File: config.mk
export PLATFORM = sky130hd
export DESIGN_NAME = instr_fetch_unit
export DESIGN_NICKNAME = d
export VERILOG_FILES = /design/src/rtl/instr_fetch_unit.sv
export SDC_FILE = /design/constraint.sdc
export NUM_CORES = 1
export LEC_CHECK = 0
export ABC_CLOCK_PERIOD_IN_PS = 1710
export CAP_MARGIN = 20
export CORE_AREA = 2 2 88 90
export CTS_BUF_LIST = sky130_fd_sc_hd__clkbuf_8
export DETAILED_ROUTE_END_ITERATION = 16
export DIE_AREA = 0 0 90 92
export RECOVER_POWER = 50
export SYNTH_ARGS = -nofsm -noshare
export SYNTH_HDL_FRONTEND = slang
export SYNTH_SLANG_ARGS = --single-unit
File: constraint.sdc
create_clock -name clk -period 1.71 [get_ports clk]
set_clock_uncertainty 0.2 [all_clocks]
set_input_delay 0.2565 -clock clk [delete_from_list [all_inputs] [get_ports clk]]
set_output_delay 0.2565 -clock clk [all_outputs]
set_load 0.03 [all_outputs]
File: src/rtl/instr_fetch_unit.sv
// instr_fetch_unit: IDLE/FETCH/DONE instruction fetcher with PC, hold register and 2-word immediates.
// Optional fetch timeout enabled by defining IFU_FETCH_TIMEOUT_EN.
module instr_fetch_unit (
  input  logic        clk,
  input  logic        rst_n,
  input  logic        CS_Ins_load,
  input  logic        CS_PC_load,
  input  logic        CS_PC_inc,
  output logic        rom_req,
  output logic [7:0]  rom_addr,
  input  logic        rom_ack,
  input  logic [15:0] rom_data,
  output logic [3:0]  IF_opcode,
  output logic [2:0]  IF_rd,
  output logic [2:0]  IF_rs,
  output logic [15:0] IF_imm,
  output logic [7:0]  IF_pc,
  output logic [7:0]  IF_pc_hold,
  output logic        IF_valid,
  output logic        IF_busy,
  output logic        IF_err
);
  typedef enum logic [1:0] {IDLE, FETCH, DONE} state_t;
  state_t state_q, state_d;
  logic [7:0] pc_q, pc_d, hold_q, hold_d, addr_q, addr_d;
  logic [9:0] ir_q, ir_d;
  logic [15:0] imm_q, imm_d;
  logic w2_q, w2_d, pend_q, pend_d, valid_q, valid_d;
`ifdef IFU_FETCH_TIMEOUT_EN
  logic [3:0] cnt_q, cnt_d;
  logic err_q, err_d;
`endif
  always_comb begin
    state_d = state_q;
    pc_d    = pc_q;
    addr_d  = addr_q;
    ir_d    = ir_q;
    imm_d   = imm_q;
    w2_d    = w2_q;
    pend_d  = pend_q;
    valid_d = valid_q;
    hold_d  = CS_PC_load ? pc_q : hold_q;
`ifdef IFU_FETCH_TIMEOUT_EN
    cnt_d   = cnt_q;
    err_d   = err_q;
`endif
    if (state_q == FETCH) begin
      if (CS_PC_inc) pend_d = 1'b1;
      if (rom_ack) begin
        state_d = DONE;
        valid_d = 1'b1;
        if (w2_q) begin
          imm_d = rom_data;
          w2_d  = 1'b0;
        end else begin
          ir_d = rom_data[15:6];
          w2_d = rom_data[15:13] == 3'b110;
        end
      end
`ifdef IFU_FETCH_TIMEOUT_EN
      else if (cnt_q == 4'hF) begin
        state_d = IDLE;
        err_d   = 1'b1;
      end else cnt_d = cnt_q + 4'd1;
`endif
    end else begin
      // rom_addr latches the PC before any coincident increment
      if (CS_PC_inc || pend_q) begin
        pc_d   = pc_q + 8'd1;
        pend_d = 1'b0;
      end
      if (CS_Ins_load) begin
        state_d = FETCH;
        addr_d  = pc_q;
        valid_d = 1'b0;
`ifdef IFU_FETCH_TIMEOUT_EN
        cnt_d   = 4'd0;
`endif
      end
    end
  end
  always_ff @(posedge clk or negedge rst_n) begin
    if (!rst_n) begin
      state_q <= IDLE;
      pc_q    <= '0;
      hold_q  <= '0;
      addr_q  <= '0;
      ir_q    <= '0;
      imm_q   <= '0;
      w2_q    <= 1'b0;
      pend_q  <= 1'b0;
      valid_q <= 1'b0;
`ifdef IFU_FETCH_TIMEOUT_EN
      cnt_q   <= '0;
      err_q   <= 1'b0;
`endif
    end else begin
      state_q <= state_d;
      pc_q    <= pc_d;
      hold_q  <= hold_d;
      addr_q  <= addr_d;
      ir_q    <= ir_d;
      imm_q   <= imm_d;
      w2_q    <= w2_d;
      pend_q  <= pend_d;
      valid_q <= valid_d;
`ifdef IFU_FETCH_TIMEOUT_EN
      cnt_q   <= cnt_d;
      err_q   <= err_d;
`endif
    end
  end
  assign rom_req    = state_q == FETCH;
  assign IF_busy    = state_q == FETCH;
  assign rom_addr   = addr_q;
  assign IF_opcode  = ir_q[9:6];
  assign IF_rd      = ir_q[5:3];
  assign IF_rs      = ir_q[2:0];
  assign IF_imm     = imm_q;
  assign IF_pc      = pc_q;
  assign IF_pc_hold = hold_q;
  assign IF_valid   = valid_q;
`ifdef IFU_FETCH_TIMEOUT_EN
  assign IF_err     = err_q;
`else
  assign IF_err     = 1'b0;
`endif
endmodule

==> flow_summary.yaml, run 1 <==
placement:
  io_buffers: 74
  dp_cells: 325
  dp_hpwl_mm: 3.26
  place.gp.congestion: 0.721
clock_tree:
  clk_pin_slew_ns: 0.09
  htreeDepth: 2
  numCtsBuffers: 5
  cts_sinks: 54
  clock_path_buffers: 2
  cts-root-buf: "clkbuf_8"
  tritoncts: "yes"
  clk_latency_ns: 0.31
critical_path:
  worst-r2r-cell-count: 5
  worstPathRequired_ns: 1.25
  cp_max_fo: 10
  r2r_setup_slack_ns: 0.12
  cp_data_arrival_time_ns: 1.19
  endpoint_kind: "output pin"
  path_class: "reg -> out"
  startpoint_type: "register"
finish:
  area_growth_pct: 48.3
  diodes: 0
  drive_gt1_share_pct: 31.5
  multi_input_area_um2: 761
  final_nets: 254
  postLayoutCoreUtil_pct: 42.9
  regArea_um2: 1350
  fillers: 740
  fin_cells: 334
global_routing:
  overflow: 0
  grt_max_degree: 55
  grt_pass1_wl_mm: 7.59
  grt_util_all_layers_pct: 11.6
  grt_pass1_vias: 1502
  antenna_found_initial: 0
yosys:
  syn_inst: 136
  ys_seq_elements: 54
  synth_commonest_cells: "54 x dfrtp_1, 33 x mux2_2, 10 x mux2_4"
  synth-seq-area-share_pct: 62.7
  synth_cell_types: 25
  async_flop_share_pct: 100
  synth_flop_cell: "dfrtp_1"
  yosys_warnings: 0
  synth_edf_count: 0
  yosysTopAreaCellShare_pct: 62.7
  synth_area_um2: 2150
  synth.most_common_cell: "dfrtp_1"
  synth_area_per_cell_um2: 15.8
  syn_nets: 159
  yosysTopAreaCell: "dfrtp_1"
  netlist_top_cells_area: "dfrtp_1 63%, mux2_2 17%, mux2_4 7.0%, xor2_1 2.8%, nor4_1 1.2%"
detailed_routing:
  wl_mm: 4.52
  viasPerCell: 4.17
  num_vias: 1392
  drcViolationCount: 0
  dr.pass1.iters: 2
  drtAntennaViolNets: 0
  post_drt_wl_per_cell_um: 13.5
  drt_iter0_markers: 52
die:
  die-area_um2: 8280
  fp.dieH_um: 92
  io_pins: 76
  initial_core_util_pct: 28.9
  core_region_area_um2: 7450
  rows: 32
  die_w_um: 90
timing:
  hold_violations: 0
  min_period_ns: 1.64
  timing.final.crit_share_pct: 96.1
  setup_viol: 0
  grt_setup_unrepaired: "no"
  relSlewSlack_pct: 51.1
  drv_slew: 0
  fmax_mhz: 609
  worst_slew_pin_slew_ns: 0.733
power_and_ir_drop:
  total_leakage_power_nw: 1.52
  p_per_area_nw_per_um2: 2070
  ir_drop_v: 0.00101
  finalPower_mw: 6.60
status:
  status: "finished clean"
min_path:
  holdCritPathClass: "reg -> reg"
  holdPathStages: 1
run:
  cap_violations: 0
[cell type report]
cell class              instances  area share (%)
clock buffers                   5            2.15
clock inverters                 3            1.37
flip-flops and latches         54            42.3
repair buffers                 92            25.9
well taps                     102            4.00
multi-input cells              76            23.8
inverters                       2           0.392
[routing by layer]
layer  track usage [%]  wire, µm
met2              18.7      2120
met5                 0         0
met3              3.70       266
met4              3.46        62
met1              15.1      2070
[logic make-up after synthesis]
kind of cell             share of synthesized area (%)
buffers and inverters                             1.97
adder cells (fa/ha/maj)                          0.581
AO/OA/AOI/OAI                                    0.929
other                                            0.174
multiplexers                                      24.2
XOR/XNOR                                          2.85
AND/OR/NAND/NOR                                   6.56
flip-flops                                        62.7
[where the power goes]
| part | switching (mW) | internal [mW] | total [mW] |
|---|---|---|---|
| sequential | 0.335 | 1.90 | 2.23 |
| combinational | 2.05 | 1.45 | 3.50 |
| clock | 0.424 | 0.439 | 0.864 |
| total | 2.81 | 3.79 | 6.60 |
[metrics by stage]
| step | setup TNS (ns) | hold WS [ns] | setup slack [ns] | instance area (µm²) |
|---|---|---|---|---|
| final | 0 | 0.306 | 0.0668 | 3190 |
| after global routing | 0 | 0.331 | 0.00241 | 3190 |
| after detailed placement | -1.88 | 0.0777 | -0.136 | 3190 |
| after floorplan | 0 | -0.239 | 0.0284 | 2160 |
| after global placement | -1.05 | 0.0800 | -0.0836 | 3190 |
| after CTS | 0 | 0.271 | 0.0372 | 3250 |
[timing repair]
action,CTS,global route
endpoints found under the hold margin,54,0
buffers inserted,0,0
gates resized for setup,51,0
setup endpoints to repair,51,0
hold buffers,1,0
[cells in the final DEF (no fill, tap or decap), types with 2 or more instances in the layout]
master           netlist  layout
clkbuf_8               0       5
dfrtp_1               54      53
nor2_1                 3       3
mux2_2                33      33
nand2_1                5       5
clkdlybuf4s50_1        0      18
clkbuf_1               1       3
clkbuf_4               0       2
dlygate4sd3_1          0       3
nor4_1                 4       4
inv_6                  1       2
buf_4                  2      10
dlygate4sd2_1          0      51
nor4b_1                2       2
buf_12                 0       3
mux2_4                10      10
xor2_1                 7       7
[state kept, by name, summed over array words and instances, names as in the netlist, 8 cells and up]
| signal | cells |
|---|---|
| IF_imm | 16 |
| IF_pc_hold | 8 |
| IF_pc | 8 |
| rom_addr | 8 |
| ir_q | 10 |
[worst max-delay path, cell delays in order, from the launching register on]
cell and delay (ns):
dfrtp_2 0.44, nand2b_4 0.17, inv_6 0.11, buf_4 0.17
[path summary, 6_finish.rpt]
path	from	endpoint
max in group asynchronous	rst_n	IF_valid
hold / removal	IF_imm[0]	IF_imm[0]
setup / recovery	IF_valid	IF_busy
setup reg to reg	IF_valid	IF_imm[9]
min in group asynchronous	rst_n	IF_imm[14]
hold reg to reg	IF_imm[0]	IF_imm[0]
No activity file was read; power rests on OpenSTA's default activity.
==> inputs of run 2 (changes only) <==
CAP_MARGIN = unset   (was 20)
==> results of run 2 <==
Final layout, timing and power as in run 1 (identical DEF).
